**src/rtl/multicycle_control_fsm_if.sv**
```systemverilog
// Handshake/bus bundle between the multi-cycle sequencer and its decoder, ALU and memories.
// The master side is the sequencer; the slave side is the surrounding datapath.
interface multicycle_control_fsm_if #(
  parameter int unsigned XLEN = 32
) ();
  logic [6:0]      opcode;
  logic [XLEN-1:0] imm;
  logic [XLEN-1:0] alu_result;
  logic            branch_taken;
  logic            ifetch_ack;
  logic            dmem_ack;

  logic [XLEN-1:0] pc;
  logic            ifetch_req;
  logic            ir_load;
  logic            dmem_req;
  logic            dmem_we;
  logic            rf_we;
  logic [1:0]      wb_sel;
  logic            instr_retired;
  logic            illegal_instr;
  logic            mem_fault;
  logic [2:0]      state;

  modport master (
    input  opcode, imm, alu_result, branch_taken, ifetch_ack, dmem_ack,
    output pc, ifetch_req, ir_load, dmem_req, dmem_we, rf_we, wb_sel,
           instr_retired, illegal_instr, mem_fault, state
  );

  modport slave (
    output opcode, imm, alu_result, branch_taken, ifetch_ack, dmem_ack,
    input  pc, ifetch_req, ir_load, dmem_req, dmem_we, rf_we, wb_sel,
           instr_retired, illegal_instr, mem_fault, state
  );
endinterface

```
**src/rtl/multicycle_control_fsm.sv**
```systemverilog
// Multi-cycle RV32I sequencer: owns the PC, runs the FETCH/DECODE/EXECUTE/MEM/WRITEBACK/TRAP
// state machine, drives memory request handshakes with a timeout and gates register writes.
module multicycle_control_fsm #(
  parameter int unsigned           XLEN        = 32,
  parameter logic [XLEN-1:0]       RESET_PC    = '0,
  parameter int unsigned           MEM_TIMEOUT = 15
) (
  input  logic                     clk,
  input  logic                     rst,
  multicycle_control_fsm_if.master bus
);

  localparam logic [6:0] OP_ALU    = 7'b0110011;
  localparam logic [6:0] OP_ALUI   = 7'b0010011;
  localparam logic [6:0] OP_LOAD   = 7'b0000011;
  localparam logic [6:0] OP_STORE  = 7'b0100011;
  localparam logic [6:0] OP_BRANCH = 7'b1100011;
  localparam logic [6:0] OP_JAL    = 7'b1101111;
  localparam logic [6:0] OP_JALR   = 7'b1100111;
  localparam logic [6:0] OP_LUI    = 7'b0110111;
  localparam logic [6:0] OP_AUIPC  = 7'b0010111;

  // The wait counter holds the number of unacked cycles so far; the last allowed
  // unacked cycle is the one where it would reach MEM_TIMEOUT.
  localparam logic [7:0] CNT_LAST  = 8'(MEM_TIMEOUT - 1);

  typedef enum logic [2:0] {
    S_FETCH     = 3'd0,
    S_DECODE    = 3'd1,
    S_EXECUTE   = 3'd2,
    S_MEM       = 3'd3,
    S_WRITEBACK = 3'd4,
    S_TRAP      = 3'd5
  } state_t;

  state_t          r_state;
  logic [XLEN-1:0] r_pc;
  logic [7:0]      r_cnt;
  logic [6:0]      r_op;
  logic            r_retire;
  logic            r_illegal;
  logic            r_fault;

  state_t          w_state_next;
  logic [XLEN-1:0] w_pc_next;
  logic [7:0]      w_cnt_next;
  logic [6:0]      w_op_next;
  logic            w_retire_next;
  logic            w_illegal_next;
  logic            w_fault_next;

  logic [XLEN-1:0] w_pc_plus4;
  logic [XLEN-1:0] w_pc_plus_imm;
  logic [XLEN-1:0] w_jalr_target;
  logic            w_timeout;
  logic [1:0]      w_wb_sel;

  function automatic logic is_legal(input logic [6:0] op);
    case (op)
      OP_ALU, OP_ALUI, OP_LOAD, OP_STORE, OP_BRANCH,
      OP_JAL, OP_JALR, OP_LUI, OP_AUIPC: is_legal = 1'b1;
      default:                           is_legal = 1'b0;
    endcase
  endfunction

  assign w_pc_plus4    = r_pc + XLEN'(4);
  assign w_pc_plus_imm = r_pc + bus.imm;
  assign w_jalr_target = {bus.alu_result[XLEN-1:1], 1'b0};
  assign w_timeout     = (r_cnt == CNT_LAST);

  always_ff @(posedge clk or posedge rst) begin
    if (rst) begin
      r_state   <= S_FETCH;
      r_pc      <= RESET_PC;
      r_cnt     <= 8'd0;
      r_op      <= 7'd0;
      r_retire  <= 1'b0;
      r_illegal <= 1'b0;
      r_fault   <= 1'b0;
    end else begin
      r_state   <= w_state_next;
      r_pc      <= w_pc_next;
      r_cnt     <= w_cnt_next;
      r_op      <= w_op_next;
      r_retire  <= w_retire_next;
      r_illegal <= w_illegal_next;
      r_fault   <= w_fault_next;
    end
  end

  // The opcode is captured in DECODE so every later output depends only on registers.
  always_comb begin
    w_state_next   = r_state;
    w_pc_next      = r_pc;
    w_cnt_next     = r_cnt;
    w_op_next      = r_op;
    w_retire_next  = 1'b0;
    w_illegal_next = r_illegal;
    w_fault_next   = r_fault;
    case (r_state)
      S_FETCH: begin
        if (bus.ifetch_ack) begin
          w_state_next = S_DECODE;
        end else if (w_timeout) begin
          w_state_next = S_TRAP;
          w_fault_next = 1'b1;
        end else begin
          w_cnt_next = r_cnt + 8'd1;
        end
      end
      S_DECODE: begin
        w_op_next = bus.opcode;
        if (is_legal(bus.opcode)) begin
          w_state_next = S_EXECUTE;
        end else begin
          w_state_next   = S_TRAP;
          w_illegal_next = 1'b1;
        end
      end
      S_EXECUTE: begin
        if (r_op == OP_BRANCH) begin
          w_pc_next     = bus.branch_taken ? w_pc_plus_imm : w_pc_plus4;
          w_retire_next = 1'b1;
          w_cnt_next    = 8'd0;
          w_state_next  = S_FETCH;
        end else if (r_op == OP_LOAD || r_op == OP_STORE) begin
          w_cnt_next   = 8'd0;
          w_state_next = S_MEM;
        end else begin
          w_retire_next = 1'b1;
          w_state_next  = S_WRITEBACK;
        end
      end
      S_MEM: begin
        if (bus.dmem_ack) begin
          w_retire_next = 1'b1;
          if (r_op == OP_STORE) begin
            w_pc_next    = w_pc_plus4;
            w_cnt_next   = 8'd0;
            w_state_next = S_FETCH;
          end else begin
            w_state_next = S_WRITEBACK;
          end
        end else if (w_timeout) begin
          w_state_next = S_TRAP;
          w_fault_next = 1'b1;
        end else begin
          w_cnt_next = r_cnt + 8'd1;
        end
      end
      S_WRITEBACK: begin
        if (r_op == OP_JAL) begin
          w_pc_next = w_pc_plus_imm;
        end else if (r_op == OP_JALR) begin
          w_pc_next = w_jalr_target;
        end else begin
          w_pc_next = w_pc_plus4;
        end
        w_cnt_next   = 8'd0;
        w_state_next = S_FETCH;
      end
      S_TRAP: begin
        w_state_next = S_TRAP;
      end
      default: begin
        w_state_next = S_TRAP;
      end
    endcase
  end

  always_comb begin
    w_wb_sel = 2'd0;
    if (r_state == S_WRITEBACK) begin
      if (r_op == OP_LOAD) begin
        w_wb_sel = 2'd1;
      end else if (r_op == OP_JAL || r_op == OP_JALR) begin
        w_wb_sel = 2'd2;
      end
    end
  end

  assign bus.pc            = r_pc;
  assign bus.ifetch_req    = (r_state == S_FETCH);
  assign bus.ir_load       = (r_state == S_FETCH) && bus.ifetch_ack;
  assign bus.dmem_req      = (r_state == S_MEM);
  assign bus.dmem_we       = (r_state == S_MEM) && (r_op == OP_STORE);
  assign bus.rf_we         = (r_state == S_WRITEBACK);
  assign bus.wb_sel        = w_wb_sel;
  assign bus.instr_retired = r_retire;
  assign bus.illegal_instr = r_illegal;
  assign bus.mem_fault     = r_fault;
  assign bus.state         = r_state;

endmodule
```
**src/flat_wrapper.sv**
```systemverilog
// flat-port wrapper written by rule: the top's interface ports become plain ports
module multicycle_control_fsm_flat 
#(
  parameter int unsigned           XLEN        = 32,
  parameter logic [XLEN-1:0]       RESET_PC    = '0,
  parameter int unsigned           MEM_TIMEOUT = 15
)
  (clk, rst, bus_opcode, bus_imm, bus_alu_result, bus_branch_taken, bus_ifetch_ack, bus_dmem_ack, bus_pc, bus_ifetch_req, bus_ir_load, bus_dmem_req, bus_dmem_we, bus_rf_we, bus_wb_sel, bus_instr_retired, bus_illegal_instr, bus_mem_fault, bus_state);
  multicycle_control_fsm_if #(.XLEN(XLEN)) bus_i ();
  input  logic clk;
  input  logic rst;
  input wire logic [$bits(bus_i.opcode)-1:0] bus_opcode;
  input wire logic [$bits(bus_i.imm)-1:0] bus_imm;
  input wire logic [$bits(bus_i.alu_result)-1:0] bus_alu_result;
  input wire logic [$bits(bus_i.branch_taken)-1:0] bus_branch_taken;
  input wire logic [$bits(bus_i.ifetch_ack)-1:0] bus_ifetch_ack;
  input wire logic [$bits(bus_i.dmem_ack)-1:0] bus_dmem_ack;
  output wire logic [$bits(bus_i.pc)-1:0] bus_pc;
  output wire logic [$bits(bus_i.ifetch_req)-1:0] bus_ifetch_req;
  output wire logic [$bits(bus_i.ir_load)-1:0] bus_ir_load;
  output wire logic [$bits(bus_i.dmem_req)-1:0] bus_dmem_req;
  output wire logic [$bits(bus_i.dmem_we)-1:0] bus_dmem_we;
  output wire logic [$bits(bus_i.rf_we)-1:0] bus_rf_we;
  output wire logic [$bits(bus_i.wb_sel)-1:0] bus_wb_sel;
  output wire logic [$bits(bus_i.instr_retired)-1:0] bus_instr_retired;
  output wire logic [$bits(bus_i.illegal_instr)-1:0] bus_illegal_instr;
  output wire logic [$bits(bus_i.mem_fault)-1:0] bus_mem_fault;
  output wire logic [$bits(bus_i.state)-1:0] bus_state;
  assign bus_i.opcode = bus_opcode;
  assign bus_i.imm = bus_imm;
  assign bus_i.alu_result = bus_alu_result;
  assign bus_i.branch_taken = bus_branch_taken;
  assign bus_i.ifetch_ack = bus_ifetch_ack;
  assign bus_i.dmem_ack = bus_dmem_ack;
  assign bus_pc = bus_i.pc;
  assign bus_ifetch_req = bus_i.ifetch_req;
  assign bus_ir_load = bus_i.ir_load;
  assign bus_dmem_req = bus_i.dmem_req;
  assign bus_dmem_we = bus_i.dmem_we;
  assign bus_rf_we = bus_i.rf_we;
  assign bus_wb_sel = bus_i.wb_sel;
  assign bus_instr_retired = bus_i.instr_retired;
  assign bus_illegal_instr = bus_i.illegal_instr;
  assign bus_mem_fault = bus_i.mem_fault;
  assign bus_state = bus_i.state;
  multicycle_control_fsm #(.XLEN(XLEN), .RESET_PC(RESET_PC), .MEM_TIMEOUT(MEM_TIMEOUT)) u_core (.clk(clk), .rst(rst), .bus(bus_i));
endmodule
```
**config.mk**
```make
export PLATFORM = sky130hd
export DESIGN_NAME = multicycle_control_fsm_flat
export DESIGN_NICKNAME = d
export VERILOG_FILES = /design/src/rtl/multicycle_control_fsm_if.sv /design/src/rtl/multicycle_control_fsm.sv /design/src/flat_wrapper.sv
export SDC_FILE = /design/constraint.sdc
export NUM_CORES = 1
export LEC_CHECK = 0
export ABC_AREA = 1
export BUFFER_PORTS_ARGS = -buffer_cell sky130_fd_sc_hd__buf_2
export CORE_ASPECT_RATIO = 1.4
export CORE_MARGIN = 2
export CORE_UTILIZATION = 30
export CTS_CLUSTER_DIAMETER = 60
export DETAILED_ROUTE_END_ITERATION = 8
export SETUP_SLACK_MARGIN = 0.3
export SYNTH_ARGS = -nofsm -noshare
export SYNTH_HDL_FRONTEND = slang
export SYNTH_SLANG_ARGS = --single-unit
```
**constraint.sdc**
```tcl
create_clock -name clk -period 5 [get_ports clk]
set_input_delay 0.25 -clock clk [delete_from_list [all_inputs] [get_ports clk]]
set_output_delay 0.25 -clock clk [all_outputs]
set_load 0.005 [all_outputs]
```
==> flow_metrics.py <==
metrics = {
    "pwr": {
        "power_density_nw_per_um2": 558,
        "p_leak_nw": 4.05,
        "ir_drop_mv": 0.249,
    },
    "worst_setup_path": {
        "crit_start": "u_core.bus.pc[0]",
        "end_kind": "register",
        "r2r_slack_ns": 2.60,
        "r2r_start": "u_core.bus.pc[0]",
        "cp_max_fo": 4,
        "worstPathArrival_ns": 2.63,
        "worstPathRequired_ns": 5.23,
        "rr_worst_depth": 11,
        "timing_worst_setup_path_type": "reg -> reg",
        "cp-endpoint": "u_core.bus.pc[24]",
        "reg2reg_to": "u_core.bus.pc[24]",
        "crit_path_start_kind": "register",
    },
    "route": {
        "vias_per_cell": 4.83,
        "antenna_left": 0,
        "wl_per_cell_um": 14.4,
        "drtPass1Iterations": 7,
        "drt_iter0_markers": 353,
        "drc": 0,
        "num_vias": 6882,
        "wirelength_um": 20500,
    },
    "job": {
        "timing.max_cap.violations": 0,
    },
    "synth": {
        "synth_area_um2": 6260,
        "syn_nets": 1165,
        "synth.distinct_cells": 51,
        "synth_seq_cells": 53,
        "ys_async_sr_fraction": 1.00,
        "synth-edff-count": 0,
        "yosysSeqAreaShare": 0.212,
        "yosys_warnings": 0,
        "syn_inst": 1054,
        "synth_flop_cell": "dfrtp_1",
        "postSynthAreaPerCell_um2": 5.94,
    },
    "floorplanning": {
        "die_height_um": 175,
        "initial_core_util": 0.306,
        "boundaryPins": 121,
        "dieArea_um2": 22100,
        "die_w_um": 126,
        "std_cell_rows": 62,
        "coreArea_um2": 20500,
    },
    "final_layout": {
        "fin_util": 0.353,
        "postLayoutCellArea_um2": 7240,
        "layout-drive-gt1-share": 0.167,
        "layout.nets": 1279,
        "synthToLayoutAreaGrowth_pct": 15.6,
    },
    "cts": {
        "numCtsBuffers": 5,
        "post-cts-setup-buffers": 0,
        "clk_latency_ns": 0.30,
        "clkSinkCount": 53,
        "root_buffer": "clkbuf_16",
        "cts_buffer_depth": 2,
        "cts_resized": 0,
        "cts.clk_slew.worst_paths_ns": 0.08,
        "postCtsHoldBufs": 0,
        "cts_max_level": 2,
        "cts_tree": "done",
    },
    "timing": {
        "setup_viol": 0,
        "rsz0062_at_grt": "false",
        "finalCriticalPeriod_ns": 2.40,
        "worst_slew_pin_slew_ns": 0.747,
        "fmax_mhz": 416,
        "final-hold-violation-count": 0,
        "relSlewSlack": 0.502,
        "fin_setup_tns_ns": 0,
        "final-max-slew-violation-count": 0,
        "whs_ns": 0.144,
        "fin_crit_sh": 0.481,
        "skew_ns": 0.0143,
    },
    "global_route": {
        "grt_first_pass_wirelength_um": 33100,
        "grt_pass1_vias": 6844,
        "antenna_found_initial": 1,
        "grt_use_total": 0.185,
        "grt-ovfl-total": 0,
        "grt_max_degree": 54,
    },
    "placed_design": {
        "gp_congestion": 0.948,
        "hpwlAfterDp_um": 16700,
        "place_area_um2": 7090,
        "port-buffer-count": 119,
    },
    "status": {
        "status": "complete, no violations",
    },
    "hold_path": {
        "hp-class": "in -> async",
    },
}
-- metrics by stage --
stage | setup slack [ns] | power (W) | cells
after floorplan | 3.10 | 0.00289 | 1054
after global placement | 2.66 | 0.00363 | 1417
after detailed placement | 2.65 | 0.00367 | 1417
after CTS | 2.61 | 0.00405 | 1425
after global routing | 2.41 | 0.00448 | 1425
final | 2.60 | 0.00404 | 1426
-- cell type report --
type,count,area [um^2]
multi-input combinational,802,4130
antenna,1,2.50
timing repair buffer,122,618
fill,2312,13200
inverter,184,696
tap,256,320
sequential,53,1330
clock inverter,3,21.3
clock buffer,5,125
-- cells in the final DEF, fill, tap and decap left out, types with 4 or more instances in the layout --
cell type	n
a21boi_1	6
a21oi_1	50
a21oi_2	4
a22oi_1	4
a31oi_1	4
buf_2	119
clkbuf_16	5
dfrtp_1	53
ha_1	34
inv_1	170
inv_2	12
nand2_1	364
nand2_2	7
nand2_4	4
nand3_1	83
nand3b_1	8
nand4_1	20
nor2_1	82
nor2_2	6
nor2_4	7
nor3_1	18
o211ai_1	4
o21ai_0	28
o21ai_1	13
o21bai_1	4
o31ai_1	5
or2_2	11
xnor2_1	4
xor2_1	6
-- cells in the mapped netlist, types with 6 or more instances --
cell	instances	area [um^2]
nand2_1	364	1370
nand3_1	83	415
ha_1	34	425
or2_2	11	68.8
o21ai_1	13	65.1
inv_2	11	41.3
inv_1	171	642
nor2_4	7	78.8
a21boi_1	6	45.0
nor3_1	18	90.1
xor2_1	6	52.6
a21oi_1	50	250
nor2_1	83	312
buf_2	6	30.0
nand2_2	7	43.8
nand4_1	20	125
dfrtp_1	53	1330
o21ai_0	28	140
nand3b_1	8	60.1
-- state kept, by name, summed over array words and instances (netlist names) --
signal / flops
u_core.bus.mem_fault: 1
u_core.bus.state: 3
u_core.r_op: 7
u_core.bus.pc: 32
u_core.bus.instr_retired: 1
u_core.bus.illegal_instr: 1
u_core.r_cnt: 8
-- power by group --
part | internal [W] | switching [W]
logic | 0.000979 | 0.00176
clock network | 0.000187 | 0.000174
registers | 0.000614 | 0.000324
-- worst min path at each step --
stage | from | end | slack [ns]
after floorplan | bus_opcode[0] | u_core.r_op[0] | 0.37
after global placement | u_core.bus.illegal_instr | u_core.bus.illegal_instr | 0.45
after detailed placement | u_core.bus.illegal_instr | u_core.bus.illegal_instr | 0.45
after CTS | bus_opcode[5] | u_core.r_op[5] | 0.16
after global routing | bus_opcode[1] | u_core.r_op[1] | 0.19
final | rst | u_core.bus.pc[27] | 0.14
-- logic make-up (layout without fill, tap and decap cells) --
family                     Yosys count  after routing  share of synthesized area
other                                0              1                          0
and+or+nand+nor                    624            624                      0.448
adders and majority gates           35             35                     0.0711
DFF                                 53             53                      0.212
buffers and inverters              199            314                      0.129
xor gates and xnor gates            10             10                     0.0140
AOI/OAI and AO/OA                  133            133                      0.126
-- per-layer routing --
metal / GRT usage / routed length (um) / vias to the layer above
li1: - / - / 3583
met1: 0.209 / 8150 / 3068
met2: 0.342 / 10300 / 181
met3: 0.0263 / 1090 / 50
met4: 0.0829 / 933 / 0
met5: 0 / 0 / -
-- worst max-delay path: stages, from the launching register on --
cell and delay (ns):
dfrtp_1 0.40, ha_1 0.23, fa_1 0.47, nand3_1 0.11
nand3_1 0.16, nand2_1 0.16, nand3_1 0.18, nand3_1 0.19
nand3_1 0.09, nand2_1 0.06, nand3_1 0.10, a21boi_1 0.18
No activity file was read; power rests on OpenSTA's default activity.
